## src/rtl/std_divmod_pkg.sv

```systemverilog
// Shared types and two's-complement helpers for the sequential divider.
// Helpers work on MAX_W bits; callers truncate, so operand widths up to MAX_W are supported.
package std_divmod_pkg;

  localparam int MAX_W = 64;

  typedef enum logic [1:0] {
    IDLE,
    RUN,
    FIX,
    DONE
  } state_e;

  function automatic logic [MAX_W-1:0] twos_neg(input logic [MAX_W-1:0] v);
    return ~v + MAX_W'(1);
  endfunction

  function automatic logic [MAX_W-1:0] mag(input logic [MAX_W-1:0] v, input logic neg);
    return neg ? twos_neg(v) : v;
  endfunction

endpackage

```

## src/rtl/std_divmod_step.sv

```systemverilog
// One restoring shift-subtract iteration on unsigned magnitudes.
module std_divmod_step #(
  parameter int WIDTH = 32
) (
  input  logic [WIDTH-1:0] rem_i,
  input  logic [WIDTH-1:0] dvs_i,
  input  logic             bit_i,
  output logic [WIDTH-1:0] rem_o,
  output logic             qbit_o
);

  logic [WIDTH-1:0] low;

  // A set MSB shifted out means the true value is >= 2^WIDTH > divisor, and the
  // difference still fits in WIDTH bits, so modular subtraction is exact.
  always_comb begin
    low    = {rem_i[WIDTH-2:0], bit_i};
    qbit_o = rem_i[WIDTH-1] | (low >= dvs_i);
    rem_o  = qbit_o ? (low - dvs_i) : low;
  end

endmodule

```

## src/rtl/std_seq_divmod.sv

```systemverilog
// Multi-cycle quotient/remainder divider with go/done handshake; truncating signed mode.
// IDLE: wait for go | RUN: WIDTH restoring steps | FIX: signs, specials, outputs | DONE: done pulse
module std_seq_divmod
  import std_divmod_pkg::*;
#(
  parameter int WIDTH  = 32,
  parameter bit SIGNED = 1'b0
) (
  input  logic             clk,
  input  logic             reset,
  input  logic             go,
  input  logic [WIDTH-1:0] left,
  input  logic [WIDTH-1:0] right,
  output logic [WIDTH-1:0] out_quotient,
  output logic [WIDTH-1:0] out_remainder,
  output logic             done
);

  localparam int CW = $clog2(WIDTH + 1);

  state_e           state_q, state_d;
  logic [CW-1:0]    cnt_q, cnt_d;
  logic [WIDTH-1:0] rem_q, rem_d;
  logic [WIDTH-1:0] quo_q, quo_d;
  logic [WIDTH-1:0] dvs_q, dvs_d;
  logic [WIDTH-1:0] left_q, left_d;
  logic             negq_q, negq_d;
  logic             negr_q, negr_d;
  logic             dz_q, dz_d;
  logic [WIDTH-1:0] outq_q, outq_d;
  logic [WIDTH-1:0] outr_q, outr_d;

  logic             sl, sr;
  logic [WIDTH-1:0] step_rem;
  logic             step_qbit;

  // quo_q starts as the dividend magnitude and shifts quotient bits in from the right.
  std_divmod_step #(.WIDTH(WIDTH)) u_step (
    .rem_i  (rem_q),
    .dvs_i  (dvs_q),
    .bit_i  (quo_q[WIDTH-1]),
    .rem_o  (step_rem),
    .qbit_o (step_qbit)
  );

  always_comb begin
    state_d = state_q;
    cnt_d   = cnt_q;
    rem_d   = rem_q;
    quo_d   = quo_q;
    dvs_d   = dvs_q;
    left_d  = left_q;
    negq_d  = negq_q;
    negr_d  = negr_q;
    dz_d    = dz_q;
    outq_d  = outq_q;
    outr_d  = outr_q;
    sl      = SIGNED ? left[WIDTH-1]  : 1'b0;
    sr      = SIGNED ? right[WIDTH-1] : 1'b0;

    case (state_q)
      IDLE: begin
        if (go) begin
          left_d  = left;
          rem_d   = '0;
          quo_d   = WIDTH'(mag(MAX_W'(left), sl));
          dvs_d   = WIDTH'(mag(MAX_W'(right), sr));
          negq_d  = sl ^ sr;
          negr_d  = sl;
          dz_d    = (right == '0);
          cnt_d   = CW'(WIDTH);
          state_d = RUN;
        end
      end
      RUN: begin
        rem_d = step_rem;
        quo_d = {quo_q[WIDTH-2:0], step_qbit};
        cnt_d = cnt_q - CW'(1);
        if (cnt_q == CW'(1)) state_d = FIX;
      end
      FIX: begin
        // Most-negative / -1 needs no special path: 2^(WIDTH-1) unnegated is already the wrapped result.
        if (dz_q) begin
          outq_d = '1;
          outr_d = left_q;
        end else begin
          outq_d = negq_q ? WIDTH'(twos_neg(MAX_W'(quo_q))) : quo_q;
          outr_d = negr_q ? WIDTH'(twos_neg(MAX_W'(rem_q))) : rem_q;
        end
        state_d = DONE;
      end
      DONE: state_d = IDLE;
      default: state_d = IDLE;
    endcase
  end

  always_ff @(posedge clk) begin
    if (reset) begin
      state_q <= IDLE;
      cnt_q   <= '0;
      rem_q   <= '0;
      quo_q   <= '0;
      dvs_q   <= '0;
      left_q  <= '0;
      negq_q  <= 1'b0;
      negr_q  <= 1'b0;
      dz_q    <= 1'b0;
      outq_q  <= '0;
      outr_q  <= '0;
    end else begin
      state_q <= state_d;
      cnt_q   <= cnt_d;
      rem_q   <= rem_d;
      quo_q   <= quo_d;
      dvs_q   <= dvs_d;
      left_q  <= left_d;
      negq_q  <= negq_d;
      negr_q  <= negr_d;
      dz_q    <= dz_d;
      outq_q  <= outq_d;
      outr_q  <= outr_d;
    end
  end

  assign out_quotient  = outq_q;
  assign out_remainder = outr_q;
  assign done          = (state_q == DONE);

endmodule

```

## config.mk

```make
export PLATFORM = sky130hd
export DESIGN_NAME = std_seq_divmod
export DESIGN_NICKNAME = d
export VERILOG_FILES = /design/src/rtl/std_divmod_pkg.sv /design/src/rtl/std_divmod_step.sv /design/src/rtl/std_seq_divmod.sv
export SDC_FILE = /design/constraint.sdc
export NUM_CORES = 1
export LEC_CHECK = 0
export BUFFER_PORTS_ARGS = -buffer_cell sky130_fd_sc_hd__clkbuf_2
export CELL_PAD_IN_SITES_DETAIL_PLACEMENT = 0
export CELL_PAD_IN_SITES_GLOBAL_PLACEMENT = 1
export CORE_AREA = 2 2 149 151
export CTS_CLUSTER_SIZE = 30
export DETAILED_ROUTE_END_ITERATION = 7
export DIE_AREA = 0 0 151 153
export PLACE_DENSITY_LB_ADDON = 0.1
export SYNTH_ARGS = -nofsm -noshare
export SYNTH_HDL_FRONTEND = slang
export SYNTH_SLANG_ARGS = --single-unit
```

## constraint.sdc

```tcl
create_clock -name clk -period 4.6 [get_ports clk]
set_input_delay 0.92 -clock clk [delete_from_list [all_inputs] [get_ports clk]]
set_output_delay 0.92 -clock clk [all_outputs]
set_load 0.01 [all_outputs]
```

==> results of run 1 <==
worst min-delay path: cells and delay by family (launching register included):
family	cells	cell delay [ps]
compound gates	1	50
flops	1	310
simple gates	1	50
cells by family after synthesis:
family	synth area share, %
AND/OR/NAND/NOR	16.87
AO/OA/AOI/OAI	20.69
flip-flops	41.45
buffers and inverters	5.258
multiplexers	7.836
adder cells (fa/ha/maj)	5.104
XOR/XNOR	2.797
layer usage:
layer  global-route usage [%]  share of wire (%)  routed length (um)  vias to the layer above
met3                    3.015                4.0                1015                       31
met1                    32.30                 50               12860                     3835
li1                         -                  -                   -                     4323
met4                    5.563                2.3                 577                        0
met5                        0                  0                   0                        -
met2                    34.00                 43               11070                      170
path summary, 6_finish.rpt:
path / startpoint / end / slack (ps)
max: quo_q[31]$_SDFFE_PP0P_ / quo_q[0]$_SDFFE_PP0P_ / 1320
min: dvs_q[21]$_SDFFE_PP0P_ / dvs_q[21]$_SDFFE_PP0P_ / 450
min reg2reg: dvs_q[21]$_SDFFE_PP0P_ / dvs_q[21]$_SDFFE_PP0P_ / 450
max reg2reg: quo_q[31]$_SDFFE_PP0P_ / quo_q[0]$_SDFFE_PP0P_ / 1320
synth_stat cells, types with 4 or more instances:
library cell / instances / area [um2]
sky130_fd_sc_hd__nor4_1: 11 / 68.82
sky130_fd_sc_hd__o21ai_0: 42 / 210.2
sky130_fd_sc_hd__nand2_1: 178 / 668.1
sky130_fd_sc_hd__buf_1: 15 / 56.30
sky130_fd_sc_hd__o21ai_1: 13 / 65.06
sky130_fd_sc_hd__o21bai_1: 7 / 52.55
sky130_fd_sc_hd__xor2_1: 12 / 105.1
sky130_fd_sc_hd__nor2_1: 152 / 570.6
sky130_fd_sc_hd__a21boi_0: 4 / 30.03
sky130_fd_sc_hd__o22ai_1: 14 / 87.58
sky130_fd_sc_hd__a21oi_1: 117 / 585.6
sky130_fd_sc_hd__buf_6: 5 / 56.30
sky130_fd_sc_hd__inv_1: 43 / 161.4
sky130_fd_sc_hd__o21a_1: 5 / 37.54
sky130_fd_sc_hd__clkbuf_1: 59 / 221.5
sky130_fd_sc_hd__and3_1: 5 / 31.28
sky130_fd_sc_hd__dfxtp_1: 201 / 4024
sky130_fd_sc_hd__xnor2_1: 19 / 166.4
sky130_fd_sc_hd__mux2i_1: 76 / 760.7
sky130_fd_sc_hd__nand4_1: 7 / 43.79
sky130_fd_sc_hd__and2_1: 5 / 31.28
sky130_fd_sc_hd__nand3_1: 4 / 20.02
sky130_fd_sc_hd__a21o_1: 11 / 82.58
sky130_fd_sc_hd__ha_1: 38 / 475.5
sky130_fd_sc_hd__nor3_1: 8 / 40.04
sky130_fd_sc_hd__a32oi_1: 5 / 43.79
sky130_fd_sc_hd__nand2b_1: 8 / 50.05
sky130_fd_sc_hd__a211oi_1: 86 / 645.6
cell type report:
type	count	area, um2	share of cell area [%]
Clock buffer	35	732.0	6.476
Clock inverter	7	98.84	0.8746
Inverter	43	161.4	1.428
Multi-Input combinational cell	862	5196	45.98
Sequential cell	201	4025	35.61
Tap cell	280	350.3	3.100
Timing Repair Buffer	140	738.2	6.532
power by group through the flow:
stage          logic [W]  clock network (W)  registers [W]
3_5_place_dp     0.00318                  0        0.00258
2_1_floorplan    0.00236                  0        0.00258
4_1_cts          0.00319            0.00201        0.00254
6_report         0.00316            0.00197        0.00254
5_1_grt          0.00357            0.00207        0.00261
3_3_place_gp     0.00316                  0        0.00257
flip-flops by register name, summed over array words and instances (netlist names):
signal,count
cnt_q,6
rem_q,32
state_q,2
out_remainder,32
dvs_q,32
quo_q,32
left_q,32
out_quotient,32
dz_q,1
metrics by stage:
| step | area, um2 | power, W | hold slack (ps) | setup WS (ps) |
|---|---|---|---|---|
| CTS | 11300 | 0.007734 | 454.6 | 1306 |
| finish | 11300 | 0.007671 | 452.5 | 1323 |
| global placement | 10470 | 0.005729 | 443.2 | 1379 |
| floorplan | 9708 | 0.004935 | 436.0 | 1853 |
| detailed placement | 10470 | 0.005753 | 446.3 | 1314 |
| global route | 11300 | 0.008247 | 470.0 | 1056 |
==> metrics, run 1 <==
outcome=finished clean; critical path's top delay family=compound AO/OA/AOI/OAI gates; number of cells produced by synthesis=1186; number of endpoints failing setup at the final stage=0; gp weighted congestion=0.8473; Post-synth EDFFs=0; # Max-Cap Violations=0; Layout Cells excl Fill=1568; router iterations before antenna repair=4; CP max stage delay=510 ps; post-route fraction of the period consumed by the critical path=71.24%; Synth Cell Area=9708 um2; final wirelength=25520 um; type of the worst min-delay path=reg2reg; post-synthesis average cell area=8.186 um2; asr flop ratio synth=0%; number of setup buffers added after CTS=0; diode insertion count for antenna repair=0; fraction of power consumed by the clock network=25.7%; biggest fanout along the worst timing path=51; source-to-sink clock delay at the later pin of the worst-skew pair=530 ps; die height=153 um; Yosys Warn Count=0; Yosys reg bits=201; type of the worst setup path=reg2reg; maximum operating frequency=305.2 MHz; required time worst endpoint=4990 ps; most frequent standard cell in the layout excluding fill and tap cells=sky130_fd_sc_hd__dfxtp_1; vias per cell=5.331; Detailed Route Iter0 Violations=368; wire length of the first global-routing pass=41280 um; largest net degree at the start of global routing=103; dpl hpwl=18020 um; Critical Path Sink Type=flop; min Tclk post-route=3277 ps; top-level port count=132; Seq pwr share=33.1%; final max-slew violation count=0; total instance count after detailed placement=1526; initial core utilization=45.18%; Net Count, Synth=1292; Buffers & Inverters on Critical Path=2; crit-path cells=inv_1, ha_1, inv_1, fa_1, a211oi_2, o21bai_1, o211ai_2, a211oi_1, or4_4, nand2_4, a211oi_1, a21oi_1, nor2_1; CTS H-tree depth=1; static power due to leakage=4.573 nW; worst-margin pin slew=755.1 ps; total die area=23100 um2; number of distinct standard cells referenced by the synthesized netlist=50; total via count after detailed routing=8359; switching portion of total power=38.88%; Comb pwr share=41.2%; most instantiated flip-flop cell in the synthesis netlist=sky130_fd_sc_hd__dfxtp_1; wire length per cell=16.27 um; critical path depth=13; count of hold-fix buffers inserted at cts=0; number of fillers in the final layout=2125; Resize count post-CTS=0; worst IR drop on VDD=0.3092 mV; Reg clk slew, reported paths=50 ps; overall fraction of global-route tracks in use=22.01%; antenna violations before repair=0; Final nets=1378; overall die width=151 um; critical-path cell with the highest stage delay=sky130_fd_sc_hd__or4_4; final hold violation count=0; most frequent cells in the layout=sky130_fd_sc_hd__dfxtp_1 (200), sky130_fd_sc_hd__nand2_1 (177), sky130_fd_sc_hd__nor2_1 (151); PortBufs=131; via count of the first global-routing pass=7799; setup skew after layout=7.862 ps; standard-cell rows=54; maximum buffer depth of the clock tree=3; core region area=21490 um2; fraction of layout cells with a size suffix above 1=15.22%; remaining design rule violation count=0; CTS tree=done; worst rel slew slack=49.66%; Worst Reg-to-Reg Cells=13; end-of-flow core utilization=52.60%; switching power=0.002982 W; Layout Area Growth over Synthesis=16.42%; CTS sink cnt=201; number of nets with antenna violations after routing=0; total power divided by cell area=678.8 nW/um2; CP Launch Type=flop; Sum Neg Setup Slack=0 ps; Clock Root Buffer=sky130_fd_sc_hd__clkbuf_16; Hold Path Cell Cnt=2; RSZ-0062 raised after global routing=no; Num CTS Buffers=24; CP Data Arrival Time=3670 ps; Int Power=0.004689 W; share of the yosys chip area belonging to registers=41.45%; total global routing overflow=0
No activity file was read; power rests on OpenSTA's default activity.
==> run 2, diff against run 1 <==
Settings changed: CORE_AREA 2 2 149 151 to 2 2 154 156, DIE_AREA 0 0 151 153 to 0 0 156 158.
Clock period 4.6 ns to 3.4 ns, I/O delays scaled along.
==> run 2 against run 1 <==
Against the previous run: non-clock buffer count rose by 9; hold slack got worse by 56 ps; count of clock-buffer cells in the layout did not move; via count fell by 0.69%; cell area rose by 0.56%; fmax rose by 4.3%; sequential power rose by 35%; sequential share of layout area fell by 0.20 points; global-route usage fell by 1.1 points; critical path depth did not move.
==> metrics, run 2 (same netlist as run 1, synthesis figures left out) <==
outcome=finished clean; die height=158 um; Worst Reg-to-Reg Cells=13; maximum buffer depth of the clock tree=3; Critical Path Sink Type=flop; final hold violation count=0; worst IR drop on VDD=0.4615 mV; cell occurring most often along the worst timing path=sky130_fd_sc_hd__inv_1; RSZ-0062 raised after global routing=no; static power due to leakage=4.625 nW; Hold Path End=dvs_q[24]$_SDFFE_PP0P_; end of the worst register-to-register path=rem_q[18]$_SDFFE_PP0P_; reg-to-reg startpoint=quo_q[31]$_SDFFE_PP0P_; CTS sink cnt=201; final max-slew violation count=0; post-route fraction of the period consumed by the critical path=92.37%; reg-to-reg slack, setup=260 ps; gp weighted congestion=0.9071; Reg clk slew, reported paths=60 ps; maximum operating frequency=318.4 MHz; most used routing layer=met2; min Tclk post-route=3140 ps; vias per cell=5.224; Final nets=1387; Sum Neg Setup Slack=0 ps; most frequent standard cell in the layout excluding fill and tap cells=sky130_fd_sc_hd__dfxtp_1; final wirelength=26180 um; # Max-Cap Violations=0; source-to-sink clock delay at the later pin of the worst-skew pair=520 ps; CP max stage delay=510 ps; wire length of the first global-routing pass=41570 um; Hold Path Cell Cnt=3; router iterations before antenna repair=5; overall die width=156 um; core region area=23050 um2; type of the worst min-delay path=in2reg; critical hold path startpoint=right[24]; met3 track demand over resource in global routing=2.737%; worst slack on hold paths=396.5 ps; Layout Area Growth over Synthesis=17.08%; CTS H-tree depth=1; worst rel slew slack=47.01%; Resize count post-CTS=0; overall fraction of global-route tracks in use=20.94%; Clock Root Buffer=sky130_fd_sc_hd__clkbuf_16; PortBufs=131; largest net degree at the start of global routing=73; required time worst endpoint=3780 ps; placement-stage worst setup slack=291.7 ps; number of setup buffers added after CTS=0; setup skew after layout=21.66 ps; count of hold-fix buffers inserted at cts=0; dpl hpwl=19050 um; worst-margin pin slew=794.9 ps; met2 capacity usage during global routing=32.62%; most frequent cells in the layout=sky130_fd_sc_hd__dfxtp_1 (200), sky130_fd_sc_hd__nand2_1 (177), sky130_fd_sc_hd__nor2_1 (151); wire length per cell=16.48 um; standard-cell rows=56; fraction of layout cells with a size suffix above 1=16.01%; biggest fanout along the worst timing path=18; diode insertion count for antenna repair=0; CP Data Arrival Time=3520 ps; initial core utilization=42.11%; Detailed Route Iter0 Violations=444; crit-path cells=inv_1, ha_1, inv_1, fa_1, a211oi_2, o21bai_1, o211ai_2, a211oi_1, or4_4, nand2_4, buf_12, mux2i_1, o21ai_1; total via count after detailed routing=8301; number of endpoints failing setup at the final stage=0; total die area=24650 um2; CP Launch Type=flop; critical-path cell with the highest stage delay=sky130_fd_sc_hd__or4_4; total power divided by cell area=910.6 nW/um2; via count of the first global-routing pass=7596; Num CTS Buffers=24; type of the worst setup path=reg2reg; total global routing overflow=0; antenna violations before repair=0; remaining design rule violation count=0; met1 Resource Use GR=31.15%; top-level port count=132; number of nets with antenna violations after routing=0; worst-case setup margin in the final layout=259.5 ps; CTS tree=done
-- run 2: changes by cell type in the layout (fill, tap and decap cells not counted), sizes merged --
cell      before  now
inv           43   44
clkinvlp       1    0
bufinv         2    0
clkinv         4    8
buf           10   19
-- run 2: cell type report --
| class | instances | area, um2 |
|---|---|---|
| fill | 2334 | 11690 |
| multi-input combinational | 862 | 5196 |
| sequential | 201 | 4025 |
| timing repair buffer | 149 | 818.3 |
| clock buffer | 35 | 753.2 |
| tap | 290 | 362.8 |
| inverter | 43 | 161.4 |
| clock inverter | 9 | 48.80 |
-- run 2: worst max-delay path: cells and delay by family, from the launching register on --
family | cells | cell delay [ps]
AOI/OAI and AO/OA | 5 | 850
and+or+nand+nor | 2 | 740
adders and majority gates | 2 | 580
buffers and inverters | 3 | 310
DFF | 1 | 300
muxes | 1 | 220
-- run 2: worst max path at each step --
stage	cells past startpoint	slack, ps	to	start
after global routing	13	80	rem_q[18]$_SDFFE_PP0P_	quo_q[31]$_SDFFE_PP0P_
after CTS	13	250	rem_q[18]$_SDFFE_PP0P_	quo_q[31]$_SDFFE_PP0P_
after global placement	13	360	rem_q[28]$_SDFFE_PP0P_	quo_q[31]$_SDFFE_PP0P_
after floorplan	13	650	rem_q[1]$_SDFFE_PP0P_	quo_q[31]$_SDFFE_PP0P_
after detailed placement	13	290	rem_q[18]$_SDFFE_PP0P_	quo_q[31]$_SDFFE_PP0P_
final	13	260	rem_q[18]$_SDFFE_PP0P_	quo_q[31]$_SDFFE_PP0P_
-- run 2: routing by layer --
metal / wire [um] / part of all wire, %
met2: 11290 / 43
met3: 1054 / 4.0
met4: 262 / 1.0
met1: 13570 / 52
met5: 0 / 0
-- run 2: report_power, final --
group / internal [W] / switching [W]
logic: 0.00177 / 0.00259
registers: 0.00300 / 0.000433
clock network: 0.00153 / 0.00102
-- run 2: stage by stage --
stage	power [W]	utilization [%]	cell area [um2]	std cells
floorplan	0.006676	-	9708	1186
detailed placement	0.007885	45.83	10560	1545
global placement	0.007842	45.83	10560	1545
finish	0.01035	49.31	11370	1589
global route	0.01115	49.31	11370	1589
CTS	0.01046	49.31	11370	1589
==> run 3, diff against run 2 <==
Settings changed: BUFFER_PORTS_ARGS -buffer_cell sky130_fd_sc_hd__clkbuf_2 to default, DONT_BUFFER_PORTS from default to 1.
Clock period 3.4 ns to 2.5 ns, I/O delays scaled along.
==> run 3 against run 2 <==
Against the previous run: the flow now finishes with violations (negative setup slack); sequential share of layout area down 1.4 points; count of clock-buffer cells in the layout down 2; hold slack worse by 340 ps; cell count down 1.3%; first-iteration DRC count up 3.4%; fmax up 13%; global-route usage up 0.51 points; setup slack worse by 550 ps; die area unchanged.
==> metrics, run 3 (same netlist as run 1, synthesis figures left out) <==
outcome=finished with violations; violations in the final reports=negative setup slack; static power due to leakage=4.650 nW; required time worst endpoint=2880 ps; setup skew after layout=15.09 ps; wire length per cell=17.13 um; min Tclk post-route=2788 ps; Final nets=1370; worst IR drop on VDD=0.5364 mV; via count of the first global-routing pass=7849; core region area=23050 um2; dpl hpwl=19210 um; standard-cell rows=56; worst rel slew slack=56.22%; Critical Path Sink Type=flop; CP Data Arrival Time=3160 ps; count of hold-fix buffers inserted at cts=0; CTS H-tree depth=1; vias per cell=5.236; Num CTS Buffers=24; most frequent cells in the layout=sky130_fd_sc_hd__dfxtp_1 (197), sky130_fd_sc_hd__nand2_1 (177), sky130_fd_sc_hd__nor2_1 (146); CTS tree=done; worst-case setup margin in the final layout=-288.4 ps; number of nets with antenna violations after routing=0; source-to-sink clock delay at the later pin of the worst-skew pair=510 ps; total power divided by cell area=1256 nW/um2; post-route fraction of the period consumed by the critical path=111.5%; final max-slew violation count=0; Detailed Route Iter0 Violations=459; antenna violations before repair=0; diode insertion count for antenna repair=0; Layout Area Growth over Synthesis=22.08%; Sum Neg Setup Slack=-7944 ps; worst-margin pin slew=656.0 ps; initial core utilization=42.11%; Clock Root Buffer=sky130_fd_sc_hd__clkbuf_16; wire length of the first global-routing pass=42530 um; # Max-Cap Violations=0; type of the worst min-delay path=in2reg; router iterations before antenna repair=5; end-of-flow core utilization=51.41%; biggest fanout along the worst timing path=7; Reg clk slew, reported paths=60 ps; gp weighted congestion=0.8519; number of endpoints failing setup at the final stage=33; maximum operating frequency=358.6 MHz; total global routing overflow=0; overall fraction of global-route tracks in use=21.45%; total via count after detailed routing=8216; RSZ-0062 raised after global routing=yes; fraction of layout cells with a size suffix above 1=16.81%; most frequent standard cell in the layout excluding fill and tap cells=sky130_fd_sc_hd__dfxtp_1; worst slack on hold paths=56.62 ps; maximum buffer depth of the clock tree=3; PortBufs=0; type of the worst setup path=reg2reg; final hold violation count=0; CTS sink cnt=201; top-level port count=132; CP Launch Type=flop; die height=158 um; largest net degree at the start of global routing=171; overall die width=156 um; total die area=24650 um2; remaining design rule violation count=0; number of fillers in the final layout=2292; final wirelength=26880 um
[run 3: repair_timing]
item	CTS	global route
setup buffers	10	2
gates resized for setup	32	11
pin swaps	7	7
gates cloned	2	0
setup endpoints to repair	33	33
hold endpoints to repair	0	0
[run 3: path summary, 6_finish.rpt]
check | startpoint | endpoint | slack (ps) | cells past startpoint
hold reg to reg | left_q[31]$_SDFFE_PP0P_ | left_q[31]$_SDFFE_PP0P_ | 450 | 2
setup / recovery | quo_q[31]$_SDFFE_PP0P_ | rem_q[10]$_SDFFE_PP0P_ | -290 | 15
hold / removal | reset | out_quotient[19]$_SDFFE_PP0P_ | 60 | 1
setup reg to reg | quo_q[31]$_SDFFE_PP0P_ | rem_q[10]$_SDFFE_PP0P_ | -290 | 15
[run 3: power by group]
group | internal (W) | switching [W] | leakage [nW]
Sequential | 0.00409 | 0.000825 | 1.65
Combinational | 0.00299 | 0.00350 | 2.61
Clock | 0.00214 | 0.00135 | 0.393
Total | 0.00922 | 0.00567 | 4.65
[run 3: cell type report]
class | instances | area, um2 | share of cell area [%]
Multi-Input combinational cell | 862 | 5374 | 45.34
Clock inverter | 8 | 93.84 | 0.7918
Clock buffer | 33 | 695.7 | 5.870
Inverter | 43 | 161.4 | 1.362
Tap cell | 290 | 362.8 | 3.062
Timing Repair Buffer | 132 | 1135 | 9.576
Sequential cell | 201 | 4029 | 33.99
[run 3: worst max-delay path, stage by stage, from the launching register on]
cell,delay [ps]
sky130_fd_sc_hd__dfxtp_2,320
sky130_fd_sc_hd__inv_2,50
sky130_fd_sc_hd__ha_4,120
sky130_fd_sc_hd__inv_2,30
sky130_fd_sc_hd__fa_2,350
sky130_fd_sc_hd__a211oi_2,230
sky130_fd_sc_hd__o21bai_1,120
sky130_fd_sc_hd__o211ai_2,210
sky130_fd_sc_hd__a211oi_2,100
sky130_fd_sc_hd__or4_4,530
sky130_fd_sc_hd__nand2_8,160
sky130_fd_sc_hd__buf_12,120
sky130_fd_sc_hd__buf_16,120
sky130_fd_sc_hd__nor2_4,30
sky130_fd_sc_hd__a21oi_2,100
sky130_fd_sc_hd__o21ai_1,60
[run 3: per-layer routing]
metal / share of wire, % / global-route usage [%] / wire length (um) / vias to the layer above
met1: 50 / 31.11 / 13550 / 3765
met5: 0 / 0 / 0 / -
met4: 1.2 / 3.801 / 320 / 0
li1: - / - / - / 4292
met2: 44 / 34.22 / 11840 / 138
met3: 4.4 / 3.175 / 1170 / 21
[run 3: metrics by stage]
step	setup slack [ps]	cells	cell area, um2	total power (W)
2_1_floorplan	-71.21	1186	9731	0.009106
3_3_place_gp	-215.9	1514	10740	0.01091
3_5_place_dp	-285.3	1514	10740	0.01097
4_1_cts	-266.0	1567	11790	0.01499
5_1_grt	-406.7	1569	11850	0.01598
6_report	-288.4	1569	11850	0.01489
